**src/rtl/stream_mux_n.sv**
```systemverilog
// N-to-1 packet stream multiplexer. A channel is locked for PKT_LEN beats, either by
// explicit select or round-robin, and its beats pass through a single output register.
module stream_mux_n #(
    parameter int WIDTH   = 16,
    parameter int N       = 4,
    parameter int SEL_W   = 8,
    parameter int PKT_LEN = 16,
    parameter int MODE    = 0
) (
    input  logic                 clk,
    input  logic                 rst_n,
    input  logic [SEL_W-1:0]     sel,
    input  logic [N*WIDTH-1:0]   in_data,
    input  logic [N-1:0]         in_valid,
    output logic [N-1:0]         in_ready,
    output logic [WIDTH-1:0]     out_data,
    output logic                 out_valid,
    input  logic                 out_ready,
    output logic                 busy,
    output logic [SEL_W-1:0]     cur_ch,
    output logic                 err_sel
);

    localparam int CNT_W = (PKT_LEN > 1) ? $clog2(PKT_LEN) : 1;

    typedef enum logic [0:0] {
        IDLE = 1'b0,
        XFER = 1'b1
    } state_t;

    state_t             state_q, state_d;
    logic [SEL_W-1:0]   cur_ch_q, cur_ch_d;
    logic [SEL_W-1:0]   last_q, last_d;
    logic               err_sel_q, err_sel_d;
    logic [CNT_W-1:0]   cnt_q, cnt_d;
    logic [WIDTH-1:0]   out_data_q, out_data_d;
    logic               out_valid_q, out_valid_d;

    logic [N-1:0]       in_ready_s;
    logic [WIDTH-1:0]   ch_data_s;
    logic               ch_valid_s;
    logic               slot_free_s;
    logic               accept_s;
    logic [SEL_W:0]     rr_pick_s;

    // Round-robin search: MSB = found, low bits = first valid channel after 'last'.
    function automatic logic [SEL_W:0] rr_pick(input logic [SEL_W-1:0] last,
                                               input logic [N-1:0]     valid);
        logic [SEL_W:0] res;
        res = '0;
        for (int i = 0; i < N; i++) begin
            int idx;
            idx = (int'(last) + 1 + i) % N;
            res = (!res[SEL_W] && valid[idx]) ? {1'b1, SEL_W'(idx)} : res;
        end
        return res;
    endfunction

    // Data/valid of the currently locked channel.
    always_comb begin
        ch_data_s  = '0;
        ch_valid_s = 1'b0;
        for (int k = 0; k < N; k++) begin
            ch_data_s  = (cur_ch_q == SEL_W'(k)) ? in_data[k*WIDTH +: WIDTH] : ch_data_s;
            ch_valid_s = (cur_ch_q == SEL_W'(k)) ? in_valid[k] : ch_valid_s;
        end
    end

    // Next-state logic for lock FSM, beat counter and output register.
    always_comb begin
        state_d     = state_q;
        cur_ch_d    = cur_ch_q;
        last_d      = last_q;
        err_sel_d   = err_sel_q;
        cnt_d       = cnt_q;
        out_data_d  = out_data_q;
        out_valid_d = out_valid_q;
        in_ready_s  = '0;
        rr_pick_s   = rr_pick(last_q, in_valid);
        slot_free_s = !out_valid_q || out_ready;
        accept_s    = (state_q == XFER) && ch_valid_s && slot_free_s;

        case (state_q)
            IDLE: begin
                if (MODE == 0) begin
                    if (int'(sel) < N) begin
                        cur_ch_d = sel;
                        last_d   = sel;
                        state_d  = XFER;
                    end else begin
                        err_sel_d = 1'b1;
                    end
                end else begin
                    if (rr_pick_s[SEL_W]) begin
                        cur_ch_d = rr_pick_s[SEL_W-1:0];
                        last_d   = rr_pick_s[SEL_W-1:0];
                        state_d  = XFER;
                    end else begin
                        state_d = IDLE;
                    end
                end
            end
            XFER: begin
                for (int k = 0; k < N; k++) begin
                    in_ready_s[k] = (cur_ch_q == SEL_W'(k)) && slot_free_s;
                end
                if (accept_s) begin
                    if (cnt_q == CNT_W'(PKT_LEN - 1)) begin
                        cnt_d   = '0;
                        state_d = IDLE;
                    end else begin
                        cnt_d = cnt_q + CNT_W'(1);
                    end
                end else begin
                    cnt_d = cnt_q;
                end
            end
            default: begin
                state_d = IDLE;
            end
        endcase

        // Output register: load on accept, otherwise drain when downstream takes it.
        if (accept_s) begin
            out_data_d  = ch_data_s;
            out_valid_d = 1'b1;
        end else if (out_ready) begin
            out_valid_d = 1'b0;
        end else begin
            out_valid_d = out_valid_q;
        end
    end

    // State registers; the round-robin pointer resets to N-1 so channel 0 wins first.
    always_ff @(posedge clk or negedge rst_n) begin
        if (!rst_n) begin
            state_q     <= IDLE;
            cur_ch_q    <= '0;
            last_q      <= SEL_W'(N - 1);
            err_sel_q   <= 1'b0;
            cnt_q       <= '0;
            out_data_q  <= '0;
            out_valid_q <= 1'b0;
        end else begin
            state_q     <= state_d;
            cur_ch_q    <= cur_ch_d;
            last_q      <= last_d;
            err_sel_q   <= err_sel_d;
            cnt_q       <= cnt_d;
            out_data_q  <= out_data_d;
            out_valid_q <= out_valid_d;
        end
    end

    assign in_ready  = in_ready_s;
    assign out_data  = out_data_q;
    assign out_valid = out_valid_q;
    assign busy      = (state_q == XFER);
    assign cur_ch    = cur_ch_q;
    assign err_sel   = err_sel_q;

endmodule

```
**config.mk**
```make
export PLATFORM = sky130hd
export DESIGN_NAME = stream_mux_n
export DESIGN_NICKNAME = d
export VERILOG_FILES = /design/src/rtl/stream_mux_n.sv
export SDC_FILE = /design/constraint.sdc
export NUM_CORES = 1
export LEC_CHECK = 0
export BUFFER_PORTS_ARGS = -buffer_cell sky130_fd_sc_hd__buf_2
export CORE_UTILIZATION = 43
export CTS_BUF_LIST = sky130_fd_sc_hd__clkbuf_16
export DETAILED_ROUTE_END_ITERATION = 16
export PLACE_DENSITY = 0.8
export SLEW_MARGIN = 20
export SYNTH_ARGS = -nofsm -noshare
export SYNTH_HDL_FRONTEND = slang
export SYNTH_SLANG_ARGS = --single-unit
```
**constraint.sdc**
```tcl
create_clock -name clk -period 2.25 [get_ports clk]
set_clock_uncertainty 0.15 [all_clocks]
set_input_delay 0.45 -clock clk [delete_from_list [all_inputs] [get_ports clk]]
set_output_delay 0.45 -clock clk [all_outputs]
set_load 0.005 [all_outputs]
```
Yosys cells after proc, flatten, opt, wreduce, memory -nomap -nowiden:

Index checks and enable logic that the tools add are counted.

* equality and inequality tests: 4
* add/subtract/negate cells: 1
* $lt $le $gt $ge: 1
* bitwise logic cells: 2
* muxes and demuxes: 16
* reductions and logical operators: 13

Operators with widths (number)
* two-way mux 16 bit: 4
* equality test 8 x 2 -> 1 bit, second input constant: 2
* two-way mux 1 bit: 9
* equality test 8 x 1 -> 1 bit, second input constant: 1
* logical NOT 8 bit: 1
* < comparator 8 x 3 -> 1 bit, second input constant: 1
* two-way mux 4 bit: 2
* logical AND 1 bit: 6
* AND reduction 2 bit: 3
* adder 4 x 1 -> 4 bit, second input constant: 1
* equality test 4 bit, second input constant: 1
* NOT 1 bit: 2
* one-hot mux 1 bit (2 select lines): 1
* nonzero test 2 bit: 1
* logical NOT 1 bit: 1
* logical OR 1 bit: 1

* register bits: 31
* output and inout bits: 31
* word-level logic and storage cells: 43
* input port bits: 79

Depth between registers and ports, before layout:

* depth in word-level cells: 9
* mapped depth: 5
* gate-level depth less buffers: 4

Worst setup path before layout:

Ideal clock, no wire load.

* path type: register -> register
* from: reg cur_ch_q[0] (netlist: cur_ch[0])
* to: reg out_data_q[13] (netlist: out_data[13])
* arrival: 1.710 ns
* slack: 0.262 ns
* path buffers: 1
* stages on the path, launching flop included: 5
* library setup time: 0.127 ns
* period minus slack after synthesis: 1.988 ns
* path through: dfrtp_1 buf_2 mux4_2 and3_1 mux2_1

* longest elaborated chain between the ends: 7
* elaborated cells between the ends (all ways): 14
* those cells by class: eq/ne: 3; mux: 8; reduce/logical: 3

Ends and longest elaborated chain
* start: declaration: line 32 `logic [SEL_W-1:0] cur_ch_q, cur_ch_d;`
* start signal: assignment: line 146 `cur_ch_q <= cur_ch_d;`
* logical NOT 8 bit: line 64, 65
* two-way mux 1 bit (4 in a row): line 65 `ch_valid_s = (cur_ch_q == SEL_W'(k)) ? in_valid[k] : ch_valid_s;`
* logical AND 1 bit (2 in a row): line 81 `accept_s = (state_q == XFER) && ch_valid_s && slot_free_s;`
* end signal: assignment: line 150 `out_data_q <= out_data_d;`
* end: declaration: line 36 `logic [WIDTH-1:0] out_data_q, out_data_d;`

Parallel ways exist; a longest one is shown, timed or not.
A chain may end at the register's enable or synchronous reset.

Final worst setup path:

* from: reg cur_ch_q[5] (netlist: cur_ch[5])
* to: out in_ready[3]

* longest elaborated chain between the ends: 3

Ends and longest elaborated chain
* equality test 8 x 2 -> 1 bit: line 105 `in_ready_s[k] = (cur_ch_q == SEL_W'(k)) && slot_free_s;`
* logical AND 1 bit: line 105
* two-way mux 4 bit: line 83 `case (state_q)`
* end: declaration: line 15 `output logic [N-1:0] in_ready,`

Every way passes these cells.

==> results by group <==
CTS
  • Clock latency on the worst-skew pair: 270 ps
  • TritonCTS Buffers: 5
  • Clk slew on worst S/H paths: 50 ps
  • H-tree Lvls: 2
  • Clk buf depth: 2
  • CTS tree: done
  • Hold_buf cts: 0
  • Root Driver: clkbuf_16
  • Sink Count: 31

Detailed routing
  • Drt wl/cell: 15.1 um
  • Violation count after the first detailed-route iteration: 76
  • DRC errors left: 0
  • Pre-Repair DR Iteration Count: 4
  • Post-route antenna net violation count: 0
  • Vias per cell: 5.21
  • Vias: 1553
  • Drt total wl: 4490 um

Final layout
  • Area grow syn2layout: 44.1%
  • Final #Nets: 327
  • Layout cells sized above 1: 64.1%
  • Ant. Diodes: 0

Synth
  • Synth Area in Compound Gates: 2.38%
  • Simple-Gate Fraction of Synth Area: 16.6%
  • Yosys top cell area share: 43.4%
  • Xor/xnor share of the synthesized area: 0.490%
  • Post-synth top area cell: dfrtp_1
  • Post-synthesis sequential area ratio: 43.4%
  • Largest family of logic cells by synthesized area: multiplexers
  • Synth top area cells: dfrtp_1 43%, mux4_2 21%, mux2_2 6.9%, and3_1 5.9%, mux2_1 5.7%
  • Library cells used by synthesis: 28
  • Mapped Cells: 129
  • Synthesis-stage register bit count: 31
  • Mean post-synth cell area: 13.9 um2
  • Ys Warns: 0
  • Post-synthesis mux area share: 34.0%
  • Post-synthesis adder-cell area fraction: 0.699%
  • Area of the mapped netlist: 0.00179 mm2
  • Syn Nets: 209

Worst setup path
  • Worst EP required: 1650 ps
  • Reg2Reg Depth: 6
  • Critical Path Slowest Stage Cell: dfrtp_1
  • Largest incremental delay on the critical path: 410 ps
  • CP arrival: 1600 ps
  • Nature of the critical path startpoint: flop
  • Critical Path End Type: primary output
  • Crit path max fanout: 4
  • Worst path cell trace: nor4_4, nand4_1, inv_1, and3_1, buf_2
  • CP Class: reg -> out

Hold path
  • Worst hold path class: in -> async

Global routing
  • Gr ovfl total: 0
  • Number of antenna violations at the first check in global routing: 0
  • Aggregate global-route resource usage: 21.3%
  • Vias in the first global route: 1449
  • First-pass GRT wire length: 6760 um
  • Pin count of the biggest net entering global routing: 32

Run
  • Max Cap Violations: 0

Timing
  • Max Transition Viols Final: 0
  • # setup viols final: 0
  • Tmin final: 2200 ps
  • Sum of negative setup slack: 0 ps
  • Final hold vios: 0
  • Slew @ Worst Pin: 673 ps
  • Setup slack after layout: 48.7 ps
  • Slew headroom: 55.1%
  • Unrepaired setup endpoints after global routing: yes
  • Crit share post-route: 97.8%
  • Peak Freq: 0.454 GHz

Run status
  • Status: finished, final reports clean

Place
  • Dpl ws: 254 ps
  • Final GP Congestion: 0.775
  • PortBufs: 109
  • DP HPWL: 3490 um

Floorplan
  • Die Area: 0.00442 mm2
  • Effective utilization at floorplan: 44.7%
  • I/O pin cnt: 110
  • # rows: 23
  • Die Width: 66.5 um
  • DIE HEIGHT: 66.5 um
  • Core Area: 0.00400 mm2

Power
  • Worst VDD drop: 0.000588 V
  • Static Leak: 1.30 nW
  • Power Dens Cells: 1000 mW/mm2
  • Final Total Pwr: 0.00258 W
[area by class of cell]
class                      instances  area (um2)
clock inverter                     3        12.5
fill                             317        1420
multi-input combinational         89         982
tap                               50        62.6
clock buffer                       5         125
inverter                           2        7.51
sequential                        31         776
timing repair buffer             118         613
[where the power goes]
part	internal, W	switching, W
combinational	0.000606	0.000433
sequential	0.000769	0.000151
clock	0.000398	0.000226
[cell usage after synthesis, drive strengths merged]
library cell	count
buf	3
nor3	1
nor2	7
and3	17
a31oi	2
nor3b	2
xnor2	1
o31ai	1
clkbuf	4
nor2b	7
a41oi	1
mux4	17
dfrtp	31
inv	2
or2	1
o41ai	1
nor4	1
a21oi	1
nand3	2
mux2	20
nand4	2
nand2	2
nand2b	2
ha	1
[worst paths after layout]
kind | from | to | slack (ps)
max in group asynchronous | rst_n | out_data[13] | 1450
min | rst_n | cnt_q[2] | 60
max reg2reg | cur_ch[5] | out_data[7] | 160
min in group clk | sel[0] | cur_ch[0] | 260
min reg2reg | err_sel | err_sel | 320
max | cur_ch[5] | in_ready[3] | 50
[worst max-delay path: cells and delay by family (launching register included)]
family                 cells  cell delay, ps
buffers and inverters      2             210
flip-flops                 1             410
AND/OR/NAND/NOR            3             710
[metrics by stage]
stage	hold slack [ps]	instances	utilization, %	area [um2]
2_1_floorplan	4.41	129	-	1790
3_3_place_gp	303	287	60.2	2410
3_5_place_dp	312	287	60.2	2410
4_1_cts	84.4	296	63.8	2550
5_1_grt	125	298	64.5	2580
6_report	61.3	298	64.5	2580
[registers in the layout, indices dropped and copies added (netlist names)]
name       flops
out_data      16
cnt_q          4
err_sel        1
busy           1
out_valid      1
cur_ch         8
[cell families after synthesis]
logic type | Yosys count
AOI/OAI and AO/OA | 6
xor gates and xnor gates | 1
and+or+nand+nor | 44
buffers and inverters | 9
DFF | 31
muxes | 37
adders and majority gates | 1
[placed cells by master (no fill, tap or decap)]
cell type | netlist | routed
or2_2 | 1 | 1
o31ai_1 | 1 | 1
nor3_1 | 1 | 1
inv_1 | 2 | 4
buf_2 | 2 | 109
clkinv_2 | 0 | 1
dfrtp_1 | 31 | 31
nor2b_1 | 7 | 7
nand4_4 | 1 | 1
nor2_1 | 6 | 5
nor2_2 | 0 | 1
clkbuf_16 | 0 | 5
buf_4 | 0 | 9
nand2b_1 | 2 | 2
o41ai_1 | 1 | 1
a21oi_1 | 1 | 1
nand2_1 | 2 | 2
nor3b_2 | 0 | 2
mux4_2 | 17 | 17
nand3_1 | 2 | 2
a31oi_1 | 2 | 2
a41oi_1 | 1 | 1
and3_1 | 17 | 17
nor2_8 | 1 | 1
xnor2_1 | 1 | 1
ha_1 | 1 | 1
nand4_1 | 1 | 1
mux2_1 | 9 | 9
nor4_4 | 1 | 1
mux2_2 | 11 | 11
[metal layers]
metal	vias up	global-route usage (%)	routed length [um]
met4	0	7.45	19
met2	66	37.0	2420
met1	749	25.3	1800
li1	736	-	-
met3	2	5.99	243
met5	-	0	0
[timing repair]
| item | 4_1_cts | 5_1_grt |
|---|---|---|
| buffers inserted | 1 | 2 |
| pin swaps | 2 | 3 |
| gates cloned | 0 | 0 |
| resized for setup | 0 | 3 |
| endpoints found under the setup margin | 4 | 2 |
(Power assumes the default switching activity.)
